===== config.mk =====
export PLATFORM = sky130hd
export DESIGN_NAME = lzc_norm_arbiter
export DESIGN_NICKNAME = d
export VERILOG_FILES = /design/src/rtl/lzc_norm_arbiter.sv
export SDC_FILE = /design/constraint.sdc
export NUM_CORES = 1
export LEC_CHECK = 0
export CAP_MARGIN = 20
export CORE_UTILIZATION = 51
export CTS_CLUSTER_DIAMETER = 120
export DETAILED_ROUTE_END_ITERATION = 10
export PLACE_DENSITY = 0.83
export RECOVER_POWER = 50
export REMOVE_ABC_BUFFERS = 1
export SLEW_MARGIN = 20
export SYNTH_ARGS = -nofsm -noshare
export SYNTH_HDL_FRONTEND = slang
export SYNTH_SLANG_ARGS = --single-unit

===== constraint.sdc =====
create_clock -name i_clk -period 4.15 [get_ports i_clk]
set_input_delay 0.83 -clock i_clk [delete_from_list [all_inputs] [get_ports i_clk]]
set_output_delay 0.83 -clock i_clk [all_outputs]
set_load 0.005 [all_outputs]

===== src/rtl/lzc_norm_arbiter.sv =====
// Shared leading-zero-count and left-normalize unit for two FPU requesters.
// Round-robin arbitration into a two-stage pipeline with full backpressure.
module lzc_norm_arbiter #(
   parameter int MANT_W = 32,
   parameter int TAG_W  = 4,
   parameter int CNT_W  = $clog2(MANT_W) + 1
) (
   input  logic              i_clk,
   input  logic              i_rst_n,
   input  logic [1:0]        i_req_vld,
   output logic [1:0]        o_req_rdy,
   input  logic [MANT_W-1:0] i_req_mant0,
   input  logic [MANT_W-1:0] i_req_mant1,
   input  logic [TAG_W-1:0]  i_req_tag0,
   input  logic [TAG_W-1:0]  i_req_tag1,
   output logic              o_res_vld,
   input  logic              i_res_rdy,
   output logic [MANT_W-1:0] o_res_mant,
   output logic [CNT_W-1:0]  o_res_cnt,
   output logic              o_res_zero,
   output logic              o_res_src,
   output logic [TAG_W-1:0]  o_res_tag
);

   localparam int NB = MANT_W / 8;

   logic              r_s1Vld;
   logic              r_s1Src;
   logic [MANT_W-1:0] r_s1Mant;
   logic [TAG_W-1:0]  r_s1Tag;
   logic              r_rrPtr;

   logic              r_s2Vld;
   logic              r_s2Src;
   logic              r_s2Zero;
   logic [MANT_W-1:0] r_s2Mant;
   logic [CNT_W-1:0]  r_s2Cnt;
   logic [TAG_W-1:0]  r_s2Tag;

   logic              w_s1En;
   logic              w_s2En;
   logic [1:0]        w_grant;
   logic [CNT_W-1:0]  w_lzCnt;
   logic              w_isZero;
   logic [MANT_W-1:0] w_normMant;

   function automatic logic [2:0] nibLz(input logic [3:0] n);
      casez (n)
         4'b1???: return 3'd0;
         4'b01??: return 3'd1;
         4'b001?: return 3'd2;
         4'b0001: return 3'd3;
         default: return 3'd4;
      endcase
   endfunction

   // Two nibble counters per byte; an all-zero byte yields 8.
   function automatic logic [3:0] byteLz(input logic [7:0] b);
      if (b[7:4] != 4'h0)
         return {1'b0, nibLz(b[7:4])};
      else
         return 4'd4 + {1'b0, nibLz(b[3:0])};
   endfunction

   assign w_s2En = ~r_s2Vld | i_res_rdy;
   assign w_s1En = ~r_s1Vld | w_s2En;

   // Grant is masked during reset so nothing is handshaken while flushing.
   always_comb begin
      w_grant = 2'b00;
      if (i_rst_n && w_s1En) begin
         if (i_req_vld == 2'b11)
            w_grant = r_rrPtr ? 2'b10 : 2'b01;
         else
            w_grant = i_req_vld;
      end
   end

   assign o_req_rdy = w_grant;

   always_ff @(posedge i_clk) begin
      if (!i_rst_n) begin
         r_s1Vld  <= 1'b0;
         r_s1Src  <= 1'b0;
         r_s1Mant <= '0;
         r_s1Tag  <= '0;
         r_rrPtr  <= 1'b0;
      end else begin
         if (|w_grant)
            r_rrPtr <= w_grant[0];
         if (w_s1En) begin
            r_s1Vld <= |w_grant;
            if (w_grant[1]) begin
               r_s1Mant <= i_req_mant1;
               r_s1Tag  <= i_req_tag1;
               r_s1Src  <= 1'b1;
            end else if (w_grant[0]) begin
               r_s1Mant <= i_req_mant0;
               r_s1Tag  <= i_req_tag0;
               r_s1Src  <= 1'b0;
            end
         end
      end
   end

   // Boundary encoder: scanning upward lets the most significant non-zero byte win.
   always_comb begin
      w_lzCnt  = CNT_W'(MANT_W);
      w_isZero = 1'b1;
      for (int i = 0; i < NB; i++) begin
         if (r_s1Mant[i*8 +: 8] != 8'h00) begin
            w_lzCnt  = CNT_W'((NB - 1 - i) * 8) + CNT_W'(byteLz(r_s1Mant[i*8 +: 8]));
            w_isZero = 1'b0;
         end
      end
      w_normMant = w_isZero ? '0 : (r_s1Mant << w_lzCnt);
   end

   always_ff @(posedge i_clk) begin
      if (!i_rst_n) begin
         r_s2Vld  <= 1'b0;
         r_s2Src  <= 1'b0;
         r_s2Zero <= 1'b0;
         r_s2Mant <= '0;
         r_s2Cnt  <= '0;
         r_s2Tag  <= '0;
      end else if (w_s2En) begin
         r_s2Vld <= r_s1Vld;
         if (r_s1Vld) begin
            r_s2Mant <= w_normMant;
            r_s2Cnt  <= w_lzCnt;
            r_s2Zero <= w_isZero;
            r_s2Src  <= r_s1Src;
            r_s2Tag  <= r_s1Tag;
         end
      end
   end

   assign o_res_vld  = r_s2Vld;
   assign o_res_mant = r_s2Mant;
   assign o_res_cnt  = r_s2Cnt;
   assign o_res_zero = r_s2Zero;
   assign o_res_src  = r_s2Src;
   assign o_res_tag  = r_s2Tag;

endmodule

; After elaboration in Yosys (flattened, before gate mapping)
; Cells that the tools add are included.
[word_totals]
reg_bits = 84
inputBits = 77
out_inout_bits = 47
[classes]
add_sub_neg = 7
eq_ne = 25
n_shift = 1
n_mux = 41
bitwise = 4
n_reduce_logical = 13
[op_table]
columns = operator, n
row1 = $mux W32, 3
row2 = $pmux W3 S4, 8
row3 = $mux W4, 9
row4 = $eq A4 B1 Y1 const B, 8
row5 = $reduce_bool A8 Y1, 4
row6 = $shl A32 B6 Y32, 1
row7 = $eq A3 B1 Y1 const B, 8
row8 = $mux W3, 8
row9 = $mux W6, 4
row10 = $add A3 B3 Y4 const A, 4
row11 = $eq A2 B1 Y1 const B, 8
row12 = $reduce_bool A4 Y1, 4
row13 = $add A5 B4 Y6 const A, 2
row14 = $mux W1, 6
row15 = $mux W2, 3
row16 = $add A4 B4 Y5 const A, 1
row17 = $reduce_and A2 Y1, 2
row18 = $eq A2 B2 Y1 const B, 1
row19 = $not A1 Y1, 2
row20 = $or A1 B1 Y1, 2
row21 = $reduce_bool A2 Y1, 1
row22 = $reduce_or A2 Y1, 1
row23 = $logic_and A1 B1 Y1, 1

; Logic depth before layout (Yosys ltp)
[logic_depth]
word_depth = 14
ltp_mapped = 13

; Least setup slack after synthesis
; Ideal clock, no wire load.
[synth_timing]
path_kind = flip-flop to flip-flop
startpoint = register r_s1Mant[18]
endpoint = register r_s2Mant[15], in the netlist o_res_mant[15]
setup_ns = 0.117
arrival_ns = 2.900
path_slack_ns = 1.133
path_stages_with_launch = 12
path_buffers = 2
synth_period_minus_slack_ns = 3.017
cell_sequence = dfxtp_1 > clkbuf_1 > nor4_2 > and3_1 > buf_2 > o221a_2 > a21oi_2 > nor2_2 > mux4_2 > mux2_2 > or2_0 > a32o_1
[synth_between]
elab_chain_len = 12
elab_cells_between_ends = 17
classes_between = add/sub: 2 / eq/ne: 3 / shift: 1 / mux: 10 / reduce/logical: 1
[synth_lines]
columns = element, line_no
row1 = "start, declared", 29  ; logic [MANT_W-1:0] r_s1Mant;
row2 = "start signal, assigned", 94  ; r_s1Mant <= i_req_mant1;
row3 = "start signal, assigned", 98  ; r_s1Mant <= i_req_mant0;
row4 = $eq A4 B1 Y1 (tied with other cells), 48  ; casez (n)
row5 = $pmux W3 S4, 48
row6 = $mux W3, 59  ; if (b[7:4] != 4'h0)
row7 = $mux W3, 111  ; if (r_s1Mant[i*8 +: 8] != 8'h00) begin
row8 = $add A3 B3 Y4, 62  ; return 4'd4 + {1'b0, nibLz(b[3:0])};
row9 = $mux W4, 59
row10 = $mux W4, 111
row11 = $add A4 B4 Y5, 112  ; w_lzCnt = CNT_W'((NB - 1 - i) * 8) + CNT_W'(byteLz(r_s1Mant[i*8 +: 8]));
row12 = $mux W6 (2 in series), 111
row13 = $shl A32 B6 Y32, 116  ; w_normMant = w_isZero ? '0 : (r_s1Mant << w_lzCnt);
row14 = $mux W32 *, 116
row15 = "end signal, assigned", 130  ; r_s2Mant <= w_normMant;
row16 = "end, declared", 36  ; logic [MANT_W-1:0] r_s2Mant;
; Every way passes the cells marked *; elsewhere a longest branch is shown, timed or not. The select of a mux whose other input is x is not followed.
; A chain may end at the register's enable or synchronous reset.

; Worst setup path in the final report
[layout_timing]
startpoint = register r_s1Mant[17]
endpoint = register r_s2Mant[15], in the netlist o_res_mant[15]
[layout_between]
elab_chain_len = 12
elab_cells_between_ends = 16
classes_between = add/sub: 2 / eq/ne: 2 / shift: 1 / mux: 10 / reduce/logical: 1
[layout_lines]
columns = element, line_no
row1 = $eq A4 B1 Y1 / $eq A3 B1 Y1 (equally long branches), 48
row2 = $pmux W3 S4, 48
row3 = $mux W3, 59
row4 = $mux W3, 111
row5 = $add A3 B3 Y4, 62
row6 = $mux W4, 59
row7 = $mux W4, 111
row8 = $add A4 B4 Y5, 112
row9 = $mux W6 (2 in series), 111
row10 = $shl A32 B6 Y32, 116
row11 = $mux W32 *, 116
; Marks and branches as above.

==> results.py <==
metrics = {
    "setup_path": {
        "worst-setup-path-type": "flip-flop to flip-flop",
        "slowest_stage": "nor2_2",
        "worst-endpoint-required_ns": 4.41,
        "crit_path_max_incr_delay_ns": 0.64,
        "arrival_ns": 4.00,
        "cp_max_fo": 14,
        "critPathCaptureType": "flip-flop",
        "path_buf_inv": 0,
        "startpoint_type": "flip-flop",
        "path_cells": "nor4_2 -> and3_1 -> o221a_2 -> a21oi_2 -> nor2_2 -> mux4_2 -> mux2_2 -> or2_0 -> a32o_1",
        "crit_family": "simple AND/OR/NAND/NOR gates",
    },
    "yosys": {
        "netlist_area_sq_mm": 0.00548,
        "ys_async_sr_fraction_pct": 0,
        "ys_seq_elements": 84,
        "synth_largest_area_cell": "dfxtp_1",
        "synth_edf_count": 0,
        "synth_most_common_cell": "nand2_1",
        "synth_top_flop_cell": "dfxtp_1",
        "synthTopCellsByCount": "150 x nand2_1, 84 x dfxtp_1, 69 x nor2_1",
        "synth_area_leaders": "dfxtp_1 31%, nand2_1 10%, a311oi_1 6.1%",
        "synth_cell_types": 69,
        "yosys_warnings": 0,
        "yosysSeqAreaShare_pct": 30.7,
        "syn_avg_cell_area_sq_um": 7.28,
        "syn-instance-count": 753,
        "synth_top_area_share_pct": 30.7,
    },
    "power_and_ir_drop": {
        "p_seq_share_pct": 34.1,
        "ir_drop_v": 0.000189,
        "cellPowerDensity_mw_per_mm2": 392,
        "switching_share_pct": 38.1,
        "switchingPower_mw": 1.06,
        "p_int_mw": 1.72,
        "power_frac_clock_pct": 25.3,
        "power_frac_comb_pct": 40.6,
        "p_leak_nw": 2.74,
    },
    "routing": {
        "vias": 6494,
        "drcViolationCount": 0,
        "antenna_left": 0,
        "routedWlPerCell_microns": 20.6,
        "routed_via_density": 6.55,
        "drt-initial-drc-count": 801,
        "drtPass1Iterations": 6,
        "drt_wl_total_microns": 20400,
    },
    "global_route": {
        "grt_pass1_wl_microns": 32100,
        "antenna_found_initial": 0,
        "grt_max_degree": 73,
        "grtUsageTotal_pct": 36.8,
        "grt_pass1_vias": 6104,
        "grt.overflow.total": 0,
    },
    "floorplanning": {
        "die-area_sq_mm": 0.0112,
        "rows": 37,
        "ios": 124,
        "dieWidth_microns": 106,
        "dieHeight_microns": 106,
        "core_area_sq_mm": 0.0104,
        "start_util_pct": 52.8,
    },
    "finish": {
        "fin_area_sq_mm": 0.00707,
        "postLayoutCoreUtil_pct": 68.2,
        "drive_above_1_share_pct": 7.49,
        "area_growth_syn_to_layout_pct": 29.0,
        "diodes": 0,
        "layout.nets": 928,
    },
    "outcome": {
        "violations": "capacitance limit, slew limit",
        "outcome": "complete, but fails checks",
    },
    "cts": {
        "cts_max_level": 3,
        "clock_tree.buffer_depth": 2,
        "clk_pin_slew_worst_paths_ns": 0.09,
        "cts_sinks": 84,
        "cts_hold_buffers": 0,
        "cts_buffers": 9,
        "post-cts-setup-buffers": 0,
        "cts_tree": "done",
        "ctsResizeCount": 0,
        "clk_root_buffer_cell": "clkbuf_8",
        "clock_latency_ns": 0.36,
    },
    "sta": {
        "hold_violations": 0,
        "relSlewSlack_pct": -25.8,
        "fmax_mhz": 267,
        "maxSlewViolCount": 47,
        "setup_viol": 0,
        "rsz0062_at_grt": "no",
        "setup_ws_ns": 0.406,
        "clock_skew_ns": 0.0112,
        "tightest_slew_ns": 1.89,
        "min_period_over_period_pct": 90.2,
        "setup_tns_ns": 0,
        "fin_crit_ns": 3.74,
    },
    "placement": {
        "gp_congestion": 0.990,
        "dp_slack_ns": 0.485,
        "io_buffer_count": 123,
        "postPlaceCellArea_sq_mm": 0.00685,
        "dp_hpwl_microns": 15400,
    },
    "worst_hold_path": {
        "hold_path_class": "flip-flop to flip-flop",
    },
    "flow_run": {
        "drv_cap": 1,
    },
}
-- layout by cell type, fill, tap and decap left out, drive strengths merged, types with 8 or more instances in the layout --
cell | netlist | routed
a311oi | 38 | 38
nand3 | 36 | 36
and2 | 14 | 14
a22o | 8 | 8
clkdlybuf4s50 | 0 | 77
inv | 12 | 12
a22oi | 12 | 12
dfxtp | 84 | 84
nor2b | 11 | 11
nor2 | 70 | 70
nand2 | 150 | 150
buf | 17 | 26
o21ai | 32 | 32
clkbuf | 47 | 11
a32oi | 8 | 8
a21oi | 46 | 46
dlygate4sd3 | 0 | 46
a31oi | 13 | 13
nor3 | 13 | 13
nor4 | 11 | 11
o211ai | 10 | 10
-- worst paths after layout --
path / to / from / cells past startpoint / slack (ns)
min reg2reg: o_res_tag[3] / o_res_tag[3] / 2 / 0.46
min: o_res_tag[3] / o_res_tag[3] / 2 / 0.46
max: o_res_mant[15] / r_s1Mant[17] / 9 / 0.41
max reg2reg: o_res_mant[15] / r_s1Mant[17] / 9 / 0.41
-- worst reg2reg max path: stages (launching register included) --
cell and delay [ns]:
dfxtp_1 0.41, nor4_2 0.41, and3_1 0.41, o221a_2 0.31, a21oi_2 0.08, nor2_2 0.65, mux4_2 0.61, mux2_2 0.31
or2_0 0.21, a32o_1 0.26
-- power groups by stage --
stage,Clock [mW],Sequential (mW),Combinational [mW]
finish,0.701,0.946,1.13
CTS,0.701,0.944,1.10
detailed placement,0,0.962,1.09
floorplan,0,0.937,0.654
global placement,0,0.960,1.10
global route,0.742,0.953,1.19
-- through the flow --
step	total power [mW]	hold WS, ns	std cells
final	2.77	0.456	991
after floorplan	1.59	0.432	689
after global placement	2.06	0.438	976
after CTS	2.74	0.463	991
after global routing	2.89	0.476	991
after detailed placement	2.06	0.450	976
-- flip-flops by register name, indices dropped and copies added, names as in the netlist --
name        cells
o_res_mant     32
r_s1Mant       32
o_res_cnt       6
o_res_tag       4
r_s1Tag         4
o_res_src       1
o_res_vld       1
o_res_zero      1
r_rrPtr         1
r_s1Src         1
r_s1Vld         1
-- routing by layer --
layer | GRT usage [%] | part of all wire (%)
met3 | 7.05 | 8.7
met5 | 0 | 0
met4 | 16.2 | 3.5
met2 | 60.7 | 47
met1 | 46.5 | 41
-- cells by family (layout without fill, tap and decap cells) --
group | count (synthesis) | in the layout | share of synthesized area [%]
AND/OR/NAND/NOR | 335 | 335 | 27.8
buffers and inverters | 76 | 178 | 5.41
AO/OA/AOI/OAI | 244 | 244 | 32.7
flip-flops | 84 | 84 | 30.7
multiplexers | 14 | 14 | 3.38
-- layout make-up --
type                    instances  area, sq um
flip-flops and latches         84         1680
multi-input cells             593         3500
clock buffers                   9          124
well taps                     136          170
repair buffers                151         1430
inverters                      12         45.0
fillers                       849         3300
clock inverters                 6          114
Note: power is estimated with default switching activity, not from simulation.
